[src/rtl/ula_controlador.sv]
// Host-side command/response driver for the registered ALU (ULA_Final).
// Optional reference-model checker is built when ULA_CHECK_EN is defined.
module ula_controlador #(
  parameter int unsigned ULA_LAT = 1,
  parameter int unsigned W       = 8
) (
  input  logic         clk,
  input  logic         CLR_n,
  input  logic         cmd_valid,
  output logic         cmd_ready,
  input  logic [2:0]   cmd_op,
  input  logic [W-1:0] cmd_a,
  input  logic [W-1:0] cmd_b,
  input  logic         cmd_use_acc,
  output logic [W-1:0] ula_A,
  output logic [W-1:0] ula_B,
  output logic [2:0]   ula_OPCODE,
  output logic         ula_EN,
  input  logic [W:0]   ula_s,
  output logic         res_valid,
  input  logic         res_ready,
  output logic [W:0]   res_data,
  output logic         res_zero,
  output logic         res_carry,
  output logic [W:0]   acc,
  output logic         busy,
  output logic         chk_err,
  output logic [7:0]   chk_cnt
);

  localparam int unsigned CW = (ULA_LAT < 2) ? 1 : $clog2(ULA_LAT + 1);
  localparam logic [CW-1:0] LAT_LD = CW'(ULA_LAT);

  typedef enum logic [1:0] {
    S_IDLE,
    S_EXEC,
    S_WAIT,
    S_RESP
  } state_t;

  state_t        r_state;
  logic [CW-1:0] r_cnt;
  logic [W-1:0]  r_a;
  logic [W-1:0]  r_b;
  logic [2:0]    r_op;
  logic          r_en;
  logic          r_ready;
  logic          r_busy;
  logic          r_valid;
  logic [W:0]    r_res;
  logic          r_zero;
  logic          r_carry;
  logic [W:0]    r_acc;
  logic          w_capture;

  // Counter is loaded in EXEC, so it hits 1 on the last WAIT edge.
  assign w_capture = (r_state == S_WAIT) && (r_cnt == CW'(1));

  always_ff @(posedge clk or negedge CLR_n) begin
    if (!CLR_n) begin
      r_state <= S_IDLE;
      r_cnt   <= '0;
      r_a     <= '0;
      r_b     <= '0;
      r_op    <= '0;
      r_en    <= 1'b0;
      r_ready <= 1'b1;
      r_busy  <= 1'b0;
      r_valid <= 1'b0;
      r_res   <= '0;
      r_zero  <= 1'b0;
      r_carry <= 1'b0;
      r_acc   <= '0;
    end else begin
      r_en <= 1'b0;
      case (r_state)
        S_IDLE: begin
          if (cmd_valid) begin
            r_a     <= cmd_use_acc ? r_acc[W-1:0] : cmd_a;
            r_b     <= cmd_b;
            r_op    <= cmd_op;
            r_en    <= 1'b1;
            r_ready <= 1'b0;
            r_busy  <= 1'b1;
            r_state <= S_EXEC;
          end
        end
        S_EXEC: begin
          r_cnt   <= LAT_LD;
          r_state <= S_WAIT;
        end
        S_WAIT: begin
          r_cnt <= r_cnt - CW'(1);
          if (w_capture) begin
            r_res   <= ula_s;
            r_acc   <= ula_s;
            r_zero  <= (ula_s[W-1:0] == '0);
            r_carry <= ula_s[W];
            r_valid <= 1'b1;
            r_state <= S_RESP;
          end
        end
        S_RESP: begin
          if (res_ready) begin
            r_valid <= 1'b0;
            r_ready <= 1'b1;
            r_busy  <= 1'b0;
            r_state <= S_IDLE;
          end
        end
        default: r_state <= S_IDLE;
      endcase
    end
  end

  assign cmd_ready  = r_ready;
  assign ula_A      = r_a;
  assign ula_B      = r_b;
  assign ula_OPCODE = r_op;
  assign ula_EN     = r_en;
  assign res_valid  = r_valid;
  assign res_data   = r_res;
  assign res_zero   = r_zero;
  assign res_carry  = r_carry;
  assign acc        = r_acc;
  assign busy       = r_busy;

`ifdef ULA_CHECK_EN
  logic [W:0] w_exp;
  logic       w_chk;
  logic       r_err;
  logic [7:0] r_err_cnt;

  always_comb begin
    w_exp = '0;
    w_chk = 1'b1;
    case (r_op)
      3'b000: w_exp = {1'b0, r_a} + {1'b0, r_b};
      3'b001: w_exp = {1'b0, r_a} - {1'b0, r_b};
      3'b011: w_exp = {1'b0, r_a & r_b};
      3'b100: w_exp = {1'b0, r_a | r_b};
      3'b101: w_exp = {1'b0, r_a ^ r_b};
      3'b110: w_exp = {1'b0, ~r_a};
      3'b111: w_exp = {1'b0, ~r_b};
      default: w_chk = 1'b0;
    endcase
  end

  always_ff @(posedge clk or negedge CLR_n) begin
    if (!CLR_n) begin
      r_err     <= 1'b0;
      r_err_cnt <= '0;
    end else if (w_capture && w_chk && (w_exp != ula_s)) begin
      r_err <= 1'b1;
      if (r_err_cnt != '1)
        r_err_cnt <= r_err_cnt + 8'd1;
    end
  end

  assign chk_err = r_err;
  assign chk_cnt = r_err_cnt;
`else
  assign chk_err = 1'b0;
  assign chk_cnt = '0;
`endif

endmodule

[config.mk]
export PLATFORM = sky130hd
export DESIGN_NAME = ula_controlador
export DESIGN_NICKNAME = d
export VERILOG_FILES = /design/src/rtl/ula_controlador.sv
export SDC_FILE = /design/constraint.sdc
export NUM_CORES = 1
export LEC_CHECK = 0
export CAP_MARGIN = 5
export CORE_ASPECT_RATIO = 1.5
export CORE_MARGIN = 1.5
export CORE_UTILIZATION = 40
export CTS_CLUSTER_SIZE = 12
export DETAILED_ROUTE_END_ITERATION = 10
export PLACE_DENSITY_LB_ADDON = 0.25
export SYNTH_ARGS = -nofsm -noshare
export SYNTH_HDL_FRONTEND = slang
export SYNTH_SLANG_ARGS = --single-unit
export TNS_END_PERCENT = 30
[constraint.sdc]
create_clock -name clk -period 2 [get_ports clk]
set_input_delay 0.5 -clock clk [delete_from_list [all_inputs] [get_ports clk]]
set_output_delay 0.5 -clock clk [all_outputs]
set_load 0.01 [all_outputs]
# Word level (Yosys, flattened, before mapping)
# Index checks and enable logic that the tools add are counted.
[totals]
output_inout_bits = 52
ff_bits = 37
input_bits = 33
[classes]
n_eq_ne = 6
n_reduce_logical = 11
muxes = 16
n_addsub = 1
[op_table]
columns = ["cell", "n"]
rows = [
  ["3-bit AND reduction", 3],
  ["8-bit zero test", 1],
  ["8-bit 2-to-1 mux", 1],
  ["1-bit case mux with 2 select lines", 4],
  ["2-bit case mux with 4 select lines", 1],
  ["1-bit 2-to-1 mux", 7],
  ["2-bit 2-to-1 mux", 3],
  ["2-bit != test, second input constant", 3],
  ["2-bit nonzero test", 3],
  ["2-bit == test, second input constant", 2],
  ["2-bit AND reduction", 2],
  ["2-bit by 1-bit == test with 1-bit output, second input constant", 1],
  ["2-bit zero test", 1],
  ["1-bit logical AND", 1],
  ["1-bit subtractor, second input constant", 1],
]

# Longest topological paths before layout
# Gate-level depths: netlist of run 1.
[depth]
depth_word = 4
mapped_depth = 6

# Worst setup path before layout of run 1
# OpenSTA, ideal clock, no wires.
[synth_timing]
path_kind = "flip-flop to flip-flop"
start = "reg r_state[0]"
end = "reg r_state[1]"
path_slack_ns = 0.595
synth_period_minus_slack_ns = 1.405
t_required_ns = 1.872
stages_incl_launch_ff = 5
arrival_time_ns = 1.277
n_path_buf = 0
cell_sequence = "dfrtp_1 > ha_1 > nor2b_1 > a221oi_2 > mux2_1"
[synth_between]
elab_chain_len = 4
word_cells_on_any_way = 10
classes_between = "6 x eq/ne; 1 x mux; 3 x reduce/logical"
[synth_rtl]
columns = ["element", "line", "text"]
rows = [
  ["start: declaration", "41", "state_t r_state;"],
  ["start signal: assignment", "61", "r_state <= S_IDLE;"],
  ["start signal: assignment", "85", "r_state <= S_EXEC;"],
  ["start signal: assignment", "90", "r_state <= S_WAIT;"],
  ["2-bit == test", "57, 76", ""],
  ["1-bit logical AND", "57", "assign w_capture = (r_state == S_WAIT) && (r_cnt == CW'(1));"],
  ["2-bit != test (no line)", "n/a", ""],
  ["3-bit AND reduction (no line)", "n/a", ""],
]
# Parallel ways exist; a longest one is shown, timed or not.
# A chain may end at the register's enable or synchronous reset.

# Worst setup path after layout of run 1
[layout_timing]
start = "reg r_ready (netlist: cmd_ready)"
end = "out cmd_ready"
[layout_lines]
columns = ["element", "line", "text"]
rows = [
  ["start: declaration", "47", "logic r_ready;"],
  ["start signal: assignment", "67", "r_ready <= 1'b1;"],
  ["start signal: assignment", "83", "r_ready <= 1'b0;"],
  ["start signal: assignment", "106", "r_ready <= 1'b1;"],
  ["end: declaration", "10", "output logic cmd_ready,"],
]
# No word-level cell between the ends.

==> metrics, run 1 <==
Top delay family on crit path=flip-flops; peak supply drop=1.027 mV; die height=around 82 µm; n_diodes=0; Critical path origin=cmd_ready; CTS Buf Count=5; port bufs=75; Area Overhead vs Synth=44.54%; Routed WL=3.658 mm; Final Max Slew Viols=0; max-cap viol count=0; worst relative slew slack=48.81%; RSZ-0062 raised after global routing=no; largest net degree at the start of global routing=37; first drt pass iteration count=4; Cells after Synth=about 140; top-area cell type share of the netlist area=a little over half; Crit path buffers/inverters=1; Seq/Total Area, Yosys=53.97%; post-route insts no fill=249; Main synth FF type=dfrtp_1; Rows=28; crit start category=register; count leader, synth=dfrtp_1; Core Area=about 4000 µm²; Clock Skews=0.006761 ns; asr flop ratio synth=100.0%; share of post-route cells with drive strength above 1=14.71%; Post-DRT Antenna Nets=0; Critical-path top delay cell=dfstp_2; NumNets Final=239; # setup viols final=0; P_leak=0.001082 µW; Synth area leader=dfrtp_1; Starting Density=approximately two fifths; placed instance count=241; CP Max Fanout=3; top cells by area, synth=dfrtp_1 (52%), mux2_2 (11%), buf_4 (8.5%), mux2i_1 (4.8%), o21ai_0 (3.9%); Synth top cells by count=dfrtp_1 (35), buf_4 (19), mux2_2 (17); Skew-Pair Late Insertion Delay=0.28 ns; drt via density=4.855; vias in the first global route=1307; total grt overflow=0; DR vias=about 1.2k; worst path cell trace=clkdlybuf4s50_1; die area=4584 µm²; antenna violations before repair=0; root buf cell=clkbuf_8; CTS Buffer Depth=2; worst r2r src=r_state[0]; hold crit path type=input port to asynchronous set/reset pin; Synth warnings=0; FMAX=537.0 MHz; max incr delay on CP=0.55 ns; Avg Synthesized Cell Area=12.29 µm²; Synth Register Bits=36; Setup Buffers After CTS=0; drt drc=0; Worst Path Required=1.50 ns; pwr/cell area=1559 nW/µm²; All-Layer GR Usage=17.32%; Final min period=1.862 ns; hpwl dp=2.911 mm; Critical Path End Type=output port; critical path type=register to output port; # IOs=85; synthesized area=1672 µm²; setup TNS=0 ns; H-tree levels=2; Hold Vio Cnt, Final=0; CP arrival=1.36 ns; initial DRC count=12; first-pass GRT wire length=6.106 mm; # hold bufs at CTS=0; total power=3768 µW; number of enable flip-flop cells after synthesis=0; status=finished, final reports clean; library cells used by synthesis=23; Die W=around 56 µm; CTS tree=done; CTS resizes=0; clk slew on worst S/H paths=0.07 ns; worst slew pin tran=around 0.77 ns; routed len/inst=between 10 and 15 µm; # clock sinks=36; Period Utilization, post-route=93.11%; gpl congestion=0.7749
## per-layer routing
metal | wire length (µm) | track usage, % | vias to the layer above
li1 | - | - | 571
met1 | 1299 | 18.35 | 593
met2 | 2105 | 31.55 | 41
met3 | 213 | 6.386 | 4
met4 | 40 | 6.341 | 0
met5 | 0 | 0 | -
## state kept, by name, indices dropped and copies added, names as in the netlist
register	count
ula_B	8
res_zero	1
r_cnt	1
res_carry	1
acc	8
busy	1
cmd_ready	1
ula_OPCODE	3
res_valid	1
ula_A	8
ula_EN	1
r_state	2
## logic make-up (layout without fill, tap and decap cells)
logic type,after synthesis,after routing,synth area share (%)
flops,36,36,53.97
mux,29,29,19.61
buf+inv,29,89,11.45
other cells,1,9,0.2243
compound gates,19,19,7.036
fa+ha+maj,3,3,2.246
simple gates,19,19,5.464
## where the power goes
group          internal [µW]  total, µW  switching [µW]
registers               1090       1350             254
clock network            244        486             242
logic                   1180       1930             758
total                   2510       3770            1250
## path summary, 6_finish.rpt
path | depth (start not counted) | to | slack (ns)
min in group clk | 2 | ula_A[5] | 0.48
min reg2reg | 2 | ula_A[5] | 0.48
max in group asynchronous | 1 | ula_A[0] | 1.22
max reg2reg | 4 | acc[3] | 0.40
max | 1 | cmd_ready | 0.14
min | 1 | res_carry | 0.28
## stage by stage
stage               util, %  hold slack [ns]  setup WS [ns]  area (µm²)
floorplan                 -           0.2044         0.5954        1702
global placement      58.46           0.4647         0.1454        2335
detailed placement    58.46           0.4710        0.07775        2335
CTS                   60.50           0.3126         0.1257        2416
global route          60.50           0.3445        0.09913        2416
finish                60.50           0.2808         0.1379        2416
## worst register-to-register path: stages (launching register included)
cell	delay [ns]
dfrtp_1	0.39
inv_1	0.07
ha_1	0.26
nand2_1	0.37
mux2_2	0.39
## cell type report
type,instances,area [µm²]
Inverter,6,22.52
Timing Repair Buffer,75,745.7
Sequential cell,36,902.1
Tap cell,45,56.30
Clock inverter,1,5.005
Fill cell,372,1578
Multi-Input combinational cell,79,608.1
Clock buffer,7,76.32
## layout by cell type, fill, tap and decap left out, types with 2 or more instances in the layout
cell type,n
nand2b_1,2
dfrtp_1,35
clkdlybuf4s50_1,74
mux2i_1,8
inv_1,6
clkbuf_1,2
nor4_1,2
o21ai_0,13
ha_1,3
mux2_2,17
nand2_1,13
a22o_1,2
clkbuf_8,5
mux2_4,3
a21oi_1,2
conb_1,9
No activity file was read; power rests on OpenSTA's default activity.
==> inputs of run 2 (changes only) <==
--- a/config.mk
+++ b/config.mk
@@ -11,6 +11,7 @@
 export CORE_UTILIZATION = 40
 export CTS_CLUSTER_SIZE = 12
 export DETAILED_ROUTE_END_ITERATION = 10
+export MAX_ROUTING_LAYER = met4
 export PLACE_DENSITY_LB_ADDON = 0.25
 export SYNTH_ARGS = -nofsm -noshare
 export SYNTH_HDL_FRONTEND = slang
==> run 2 against run 1 <==
Effect of this change:
- fmax barely moved
- cell area unchanged
- non-clock buffer count unchanged
- register-to-register slack about the same
- first-iteration DRC count is 17% lower
- setup slack about the same
- hold slack is essentially flat
- critical path depth unchanged
- global-route usage is 0.50 points higher
- combinational power hardly changed
- routed wire length is essentially flat
- highest routed layer unchanged
==> metrics, run 2 (synthesized netlist as in run 1, its figures left out) <==
crit start category=register; die area=4584 µm²; drt drc=0; root buf cell=clkbuf_8; routed len/inst=14.70 µm; post-route insts no fill=roughly 250; Hold Vio Cnt, Final=0; Period Utilization, post-route=between 90% and 100%; Post-DRT Antenna Nets=0; Final Max Slew Viols=0; share of post-route cells with drive strength above 1=14.71%; CTS tree=done; total grt overflow=0; Die W=55.78 µm; CTS Buffer Depth=2; most common cell after layout, fill and taps aside=clkdlybuf4s50_1; Rows=28; Clock Skews=0.006906 ns; Core Util, Final=about three fifths; FMAX=537.0 MHz; initial DRC count=10; hold_ws=roughly 0.28 ns; largest net degree at the start of global routing=37; NumNets Final=239; Worst Path Required=1.50 ns; CP arrival=1.36 ns; n_diodes=0; die height=82.18 µm; setup TNS=0 ns; hold crit path type=input port to asynchronous set/reset pin; Final min period=between 1.5 and 2 ns; All-Layer GR Usage=17.82%; P_leak=0.001082 µW; CP Max Fanout=3; vias in the first global route=roughly 1.3k; antenna violations before repair=0; Routed WL=3.661 mm; # hold bufs at CTS=0; Setup Buffers After CTS=0; commonest non-fill, non-tap cells in the layout=clkdlybuf4s50_1 (74), dfrtp_1 (35), mux2_2 (17); CTS Buf Count=5; hpwl dp=2.911 mm; critical path type=register to output port; max incr delay on CP=0.55 ns; clk slew on worst S/H paths=0.07 ns; first-pass GRT wire length=6.099 mm; Critical-path top delay cell=dfstp_2; Core Area=3994 µm²; gpl congestion=roughly 0.79; status=finished, final reports clean; Final Instance Area=2416 µm²; Critical Path End Type=output port; peak supply drop=~1.0 mV; RSZ-0062 raised after global routing=no; DP Area=2335 µm²; Starting Density=41.85%; Area Overhead vs Synth=44.54%; Top delay family on crit path=flip-flops; port bufs=75; max-cap viol count=0; CTS resizes=0; H-tree levels=2; placed instance count=roughly 240; first drt pass iteration count=4; # IOs=85; pwr/cell area=1561 nW/µm²; # setup viols final=0; Fillers=372; drt via density=4.851; worst slew pin tran=0.7668 ns; worst path cell trace=clkdlybuf4s50_1; # clock sinks=36; worst relative slew slack=48.88%; DR vias=1208; Crit path buffers/inverters=1; Skew-Pair Late Insertion Delay=roughly 0.28 ns
-- run 2: worst paths after layout --
path                                 start         to  slack [ns]  cells after the start
worst min register to register    ula_A[5]   ula_A[5]        0.48                      2
min in group clk                  ula_A[5]   ula_A[5]        0.48                      2
worst max-delay path             cmd_ready  cmd_ready        0.14                      1
worst min-delay path                 CLR_n  res_carry        0.28                      1
max in group asynchronous            CLR_n   ula_A[0]        1.22                      1
worst max register to register  r_state[0]     acc[3]        0.40                      4
-- run 2: power breakdown --
part	internal, µW	leakage (µW)	switching, µW
Sequential	1090	0.000429	255
Combinational	1180	0.000611	760
Clock	244	0.0000422	242
Total	2510	0.00108	1260
-- run 2: cell type report --
class | instances | area, µm² | area share (%)
timing repair buffer | 75 | 745.7 | 30.86
tap | 45 | 56.30 | 2.330
clock buffer | 7 | 76.32 | 3.159
sequential | 36 | 902.1 | 37.34
inverter | 6 | 22.52 | 0.9322
multi-input combinational | 79 | 608.1 | 25.17
clock inverter | 1 | 5.005 | 0.2071
-- run 2: through the flow --
step / power [µW] / setup WS [ns]
2_1_floorplan: 2385 / 0.5954
6_report: 3771 / 0.1379
5_1_grt: 4026 / 0.09913
3_3_place_gp: 3240 / 0.1454
4_1_cts: 3815 / 0.1257
3_5_place_dp: 3316 / 0.07775
-- run 2: routing by layer --
metal	track usage (%)	up-vias	wire length (µm)
li1	-	571	-
met1	18.45	592	1310
met2	31.55	41	2102
met3	6.231	4	207
met4	6.341	0	40
met5	-	-	0
